File: config.mk
export PLATFORM = sky130hd
export DESIGN_NAME = mux4_rr_arbiter_flat
export DESIGN_NICKNAME = d
export VERILOG_FILES = /design/src/rtl/mux4_rr_arbiter_pkg.sv /design/src/rtl/mux4_rr_arbiter_if.sv /design/src/rtl/mux4_rr_arbiter_rr_pick4.sv /design/src/rtl/mux4_rr_arbiter.sv /design/src/flat_wrapper.sv
export SDC_FILE = /design/constraint.sdc
export NUM_CORES = 1
export LEC_CHECK = 0
export CAP_MARGIN = 15
export CORE_MARGIN = 2
export CORE_UTILIZATION = 51
export DETAILED_ROUTE_END_ITERATION = 10
export PLACE_DENSITY = 0.8
export SLEW_MARGIN = 30
export SYNTH_ARGS = -nofsm -noshare
export SYNTH_HDL_FRONTEND = slang
export SYNTH_SLANG_ARGS = --single-unit
File: constraint.sdc
create_clock -name clk -period 4.56 [get_ports clk]
set_input_delay 0.684 -clock clk [delete_from_list [all_inputs] [get_ports clk]]
set_output_delay 0.684 -clock clk [all_outputs]
set_load 0.05 [all_outputs]
File: src/rtl/mux4_rr_arbiter_pkg.sv
// Shared constants for the 4:1 mux round-robin arbiter: FSM encodings and channel indices.
package mux4_rr_arbiter_pkg;

    localparam logic [0:0] ST_IDLE  = 1'b0;
    localparam logic [0:0] ST_GRANT = 1'b1;

    localparam logic [1:0] CH_A = 2'd0;
    localparam logic [1:0] CH_B = 2'd1;
    localparam logic [1:0] CH_C = 2'd2;
    localparam logic [1:0] CH_D = 2'd3;

    function automatic logic [3:0] onehot4(input logic [1:0] idx);
        return 4'b0001 << idx;
    endfunction

endpackage

File: src/rtl/mux4_rr_arbiter_if.sv
// Request/select/handshake bundle between the sources, the arbiter and the mux consumer.
interface mux4_rr_arbiter_if;
    logic [3:0] req;
    logic       ready;
    logic       S0;
    logic       S1;
    logic       valid;
    logic [3:0] grant;
    logic       last;

    modport master (
        input  req, ready,
        output S0, S1, valid, grant, last
    );

    modport slave (
        output req, ready,
        input  S0, S1, valid, grant, last
    );
endinterface

File: src/rtl/mux4_rr_arbiter_rr_pick4.sv
// Combinational round-robin finder: first set req bit scanning ptr+1, ptr+2, ptr+3, ptr.
// Latency: zero (pure combinational); no backpressure.
module rr_pick4 (
    input  logic [3:0] req_i,
    input  logic [1:0] ptr_i,
    output logic [1:0] idx_o,
    output logic       any_o
);
    logic [1:0] cand;

    always_comb begin
        idx_o = ptr_i;
        cand  = ptr_i;
        any_o = |req_i;
        // Walk from the lowest priority upward so the highest-priority hit is written last.
        for (int k = 4; k >= 1; k--) begin
            cand = ptr_i + 2'(k);
            if (req_i[cand]) idx_o = cand;
        end
    end
endmodule

File: src/rtl/mux4_rr_arbiter.sv
// Round-robin burst arbiter driving the 4:1 mux selects with a valid/ready beat handshake.
// Latency: grant 1 cycle after req; ready=0 stalls the burst in place, never forces rotation.
module mux4_rr_arbiter
    import mux4_rr_arbiter_pkg::*;
#(
    parameter int BURST_LEN = 4,
    parameter int CNT_W     = 3
) (
    input  logic              clk,
    input  logic              rst,
    mux4_rr_arbiter_if.master bus
);
    logic [0:0]       state_q, state_d;
    logic [1:0]       sel_q, sel_d;
    logic [1:0]       ptr_q, ptr_d;
    logic [3:0]       grant_q, grant_d;
    logic [CNT_W-1:0] cnt_q, cnt_d;

    logic       sel_req;
    logic       in_grant;
    logic       is_last;
    logic       accept;
    logic       end_grant;
    logic [1:0] pick_ptr;
    logic [1:0] pick_idx;
    logic       pick_any;

    assign in_grant  = (state_q == ST_GRANT);
    assign sel_req   = bus.req[sel_q];
    assign is_last   = (cnt_q == CNT_W'(BURST_LEN - 1));
    assign bus.valid = in_grant & sel_req;
    assign bus.last  = bus.valid & is_last;
    assign accept    = bus.valid & bus.ready;
    assign end_grant = in_grant & (~sel_req | (accept & is_last));

    // Scanning from sel after a grant puts the current owner last, so it only wins when alone.
    assign pick_ptr  = in_grant ? sel_q : ptr_q;

    rr_pick4 u_pick (
        .req_i (bus.req),
        .ptr_i (pick_ptr),
        .idx_o (pick_idx),
        .any_o (pick_any)
    );

    always_comb begin
        state_d = state_q;
        sel_d   = sel_q;
        ptr_d   = ptr_q;
        grant_d = grant_q;
        cnt_d   = cnt_q;
        if (!in_grant) begin
            if (pick_any) begin
                state_d = ST_GRANT;
                sel_d   = pick_idx;
                grant_d = onehot4(pick_idx);
                cnt_d   = '0;
            end
        end else if (end_grant) begin
            ptr_d = sel_q;
            cnt_d = '0;
            if (pick_any) begin
                sel_d   = pick_idx;
                grant_d = onehot4(pick_idx);
            end else begin
                state_d = ST_IDLE;
                grant_d = 4'b0000;
            end
        end else if (accept) begin
            cnt_d = cnt_q + CNT_W'(1);
        end
    end

    always_ff @(posedge clk or posedge rst) begin
        if (rst) begin
            state_q <= ST_IDLE;
            sel_q   <= CH_A;
            ptr_q   <= CH_D;
            grant_q <= 4'b0000;
            cnt_q   <= '0;
        end else begin
            state_q <= state_d;
            sel_q   <= sel_d;
            ptr_q   <= ptr_d;
            grant_q <= grant_d;
            cnt_q   <= cnt_d;
        end
    end

    assign bus.S0    = sel_q[0];
    assign bus.S1    = sel_q[1];
    assign bus.grant = grant_q;
endmodule

File: src/flat_wrapper.sv
// flat-port wrapper written by rule: the top's interface ports become plain ports
module mux4_rr_arbiter_flat import mux4_rr_arbiter_pkg::*;
#(
    parameter int BURST_LEN = 4,
    parameter int CNT_W     = 3
)
  (clk, rst, bus_req, bus_ready, bus_S0, bus_S1, bus_valid, bus_grant, bus_last);
  mux4_rr_arbiter_if bus_i ();
  input  logic clk;
  input  logic rst;
  input wire logic [$bits(bus_i.req)-1:0] bus_req;
  input wire logic [$bits(bus_i.ready)-1:0] bus_ready;
  output wire logic [$bits(bus_i.S0)-1:0] bus_S0;
  output wire logic [$bits(bus_i.S1)-1:0] bus_S1;
  output wire logic [$bits(bus_i.valid)-1:0] bus_valid;
  output wire logic [$bits(bus_i.grant)-1:0] bus_grant;
  output wire logic [$bits(bus_i.last)-1:0] bus_last;
  assign bus_i.req = bus_req;
  assign bus_i.ready = bus_ready;
  assign bus_S0 = bus_i.S0;
  assign bus_S1 = bus_i.S1;
  assign bus_valid = bus_i.valid;
  assign bus_grant = bus_i.grant;
  assign bus_last = bus_i.last;
  mux4_rr_arbiter #(.BURST_LEN(BURST_LEN), .CNT_W(CNT_W)) u_core (.clk(clk), .rst(rst), .bus(bus_i));
endmodule
==> impl_metrics.tcl <==
set metrics [dict create \
    dieArea_sq_mm 0.00168 \
    syn_inst 66 \
    cts_htree_levels 1 \
    hold_class "reg2reg" \
    cp-start-kind "input pin" \
    row_count 13 \
    synth_top_area_frac 0.358 \
    fp.dieW_um 41 \
    finalSetupViolations 0 \
    crit_path_end_kind "output port" \
    fin_ws_ns 1.18 \
    dpl_worst_slack_ns 1.18 \
    crit_start "bus_req[3]" \
    path_cells "clkdlybuf4s50_1 > mux4_2 > and2_1 > clkdlybuf4s50_1" \
    hpwl_um 1020 \
    rrSetupSlack_ns 2.65 \
    worstSetupPathType "in2out" \
    nets 92 \
    wl_per_cell_um 13.5 \
    tns_ns 0 \
    viasPerCell 5.71 \
    status "finished clean" \
    max_stage_delay_ns 0.70 \
    final_cell_area_sq_um 865 \
    ant_nets 0 \
    cp-endpoint "bus_valid" \
    gr-total-overflow 0 \
    r2r-start "u_core.in_grant" \
    power_mw 0.590 \
    diodes 0 \
    syn_nets 75 \
    synth-seq-area-share 0.434 \
    drt-initial-drc-count 10 \
    grt_max_degree 13 \
    cts_hold_buf 0 \
    rsz0062_at_grt "false" \
    crit_top_cell "clkdlybuf4s50_1" \
    fmax_mhz 295 \
    layout_min_cycle_time_ns 3.38 \
    cts.sink_count 12 \
    fin_skew_ns 0.00231 \
    yosys-top-cells-area "dfrtp_1, dfstp_2, nand2_1, ha_1, a21boi_2" \
    cp_top_family "buffers and inverters" \
    port_buffers 14 \
    grtUsageTotal 0.177 \
    numCtsBuffers 3 \
    cts_setup_buffers 0 \
    utilization 0.673 \
    max_cap_viol_count 0 \
    drv_slew 0 \
    drt_wl_total_um 1300 \
    first_global_vias 447 \
    clockRootBuffer "clkbuf_4" \
    reg2regPathDepth 4 \
    synthToLayoutAreaGrowth_pct 23.8 \
    reg2reg_to "u_core.bus.grant[1]" \
    ys_ff_latch 12 \
    fin_crit_sh 0.742 \
    drc 0 \
    clk_latency_ns 0.26 \
    netlist_area_sq_um 698 \
    core_area_sq_mm 0.00128 \
    gp_congestion 0.705 \
    detail_route.first_pass.iterations 4 \
    slew_headroom 0.660 \
    hold_viol_final 0 \
    yosys_warnings 0 \
    tightest_slew_ns 0.508 \
    clk_path_buf_depth 2 \
    worst_ep_arrival_time_ns 2.70 \
    peakVddDrop_mv 0.318 \
    vias 548 \
    io_pins 15 \
    antenna_found_initial 0 \
    start_util 0.543 \
    cts.reportedPaths.clkPinSlew_ns 0.06 \
    placed_cell_area_sq_um 842 \
    tritoncts "built" \
    layout-drive-gt1-share 0.173 \
    yosysTopAreaCell "dfrtp_1" \
    grt_pass1_wl_um 1900 \
    crit_slowest_cell "clkdlybuf4s50_1" \
    synth.distinct_cells 31 \
    cp_num_cells 4 \
    required_ns 3.88 \
    dieHeight_um 41 \
    crit_buf_inv 2 \
    leakagePower_nw 0.372 \
    synth_area_per_cell_sq_um 10.6 \
    cts_resized 0 \
    path_max_fanout 7 \
    power_density_mw_per_mm2 683 \
]
[cells in the mapped netlist]
| cell | count |
|---|---|
| o32ai_1 | 1 |
| inv_1 | 4 |
| mux2_4 | 1 |
| a211o_1 | 2 |
| and3_1 | 2 |
| dfstp_2 | 2 |
| o21ai_1 | 1 |
| nor2_1 | 5 |
| o2bb2ai_1 | 2 |
| a211oi_2 | 1 |
| nand2_1 | 8 |
| and2_1 | 1 |
| ha_1 | 2 |
| mux2i_2 | 1 |
| mux2_2 | 2 |
| o21ai_0 | 4 |
| mux2i_1 | 1 |
| buf_6 | 1 |
| a21boi_2 | 2 |
| clkbuf_1 | 1 |
| a21boi_0 | 1 |
| nor2b_1 | 1 |
| a21oi_1 | 2 |
| mux4_2 | 1 |
| o31ai_1 | 1 |
| nand2b_1 | 1 |
| nand3b_1 | 1 |
| or4_1 | 1 |
| dfrtp_1 | 10 |
| o31ai_2 | 1 |
| a32o_1 | 2 |
[cell families after synthesis]
kind of cell    Yosys count  synth area share
compound gates           20             0.231
simple gates             20             0.136
flops                    12             0.434
buf+inv                   6            0.0430
mux                       6             0.120
fa+ha+maj                 2            0.0358
[area by class of cell]
cell class                      count  area, sq um
Timing Repair Buffer               14          140
Sequential cell                    12          303
Clock buffer                        3         22.5
Inverter                            4         15.0
Tap cell                           15         18.8
Multi-Input combinational cell     48          365
Fill cell                         105          420
[worst min path at each step]
stage,slack [ns],endpoint,from,cells past startpoint
2_1_floorplan,0.45,u_core.cnt_q[2],u_core.cnt_q[2],2
3_3_place_gp,0.46,u_core.cnt_q[2],u_core.cnt_q[2],2
3_5_place_dp,0.47,u_core.bus.grant[2],u_core.bus.grant[2],2
4_1_cts,0.48,u_core.bus.grant[2],u_core.bus.grant[2],2
5_1_grt,0.52,u_core.bus.grant[2],u_core.bus.grant[2],2
6_report,0.48,u_core.bus.grant[2],u_core.bus.grant[2],2
[state kept, by name, summed over array words and instances (netlist names)]
name	cells
u_core.cnt_q	3
u_core.in_grant	1
u_core.ptr_q	2
u_core.bus.grant	4
u_core.sel_q	2
[where the power goes]
part	switching [mW]	internal (mW)
sequential	0.0292	0.153
clock	0.0296	0.0305
combinational	0.210	0.139
[cell usage in the layout, fill, tap and decap left out, drive strengths merged]
cell,n
a211oi,1
o21ai,5
clkbuf,3
and2,1
inv,4
nor2b,1
mux2,3
o32ai,1
a211o,2
and3,2
clkdlybuf4s50,14
a21boi,3
o31ai,2
nor2,5
a32o,2
nand3b,1
dfrtp,10
dfstp,2
nand2,8
mux4,1
ha,2
a21oi,2
mux2i,2
or4,1
nand2b,1
o2bb2ai,2
[routing by layer]
layer	track usage	up-vias	routed length, um	part of all wire
met3	0.0163	2	38	0.029
met4	0.100	0	6	0.0046
met1	0.228	263	637	0.49
met5	0	-	0	0
li1	-	274	-	-
met2	0.289	9	617	0.47
[metrics by stage]
stage | std cells | hold slack [ns]
final | 96 | 0.480
after global routing | 96 | 0.518
after CTS | 96 | 0.485
after detailed placement | 93 | 0.470
after global placement | 93 | 0.463
after floorplan | 66 | 0.450
[worst min-delay path: cells and delay by family (launching register included)]
kind             cells  cell delay [ns]
AO/OA/AOI/OAI        1             0.05
flip-flops           1             0.34
AND/OR/NAND/NOR      1             0.06
Power figures use the tool's default switching activity.
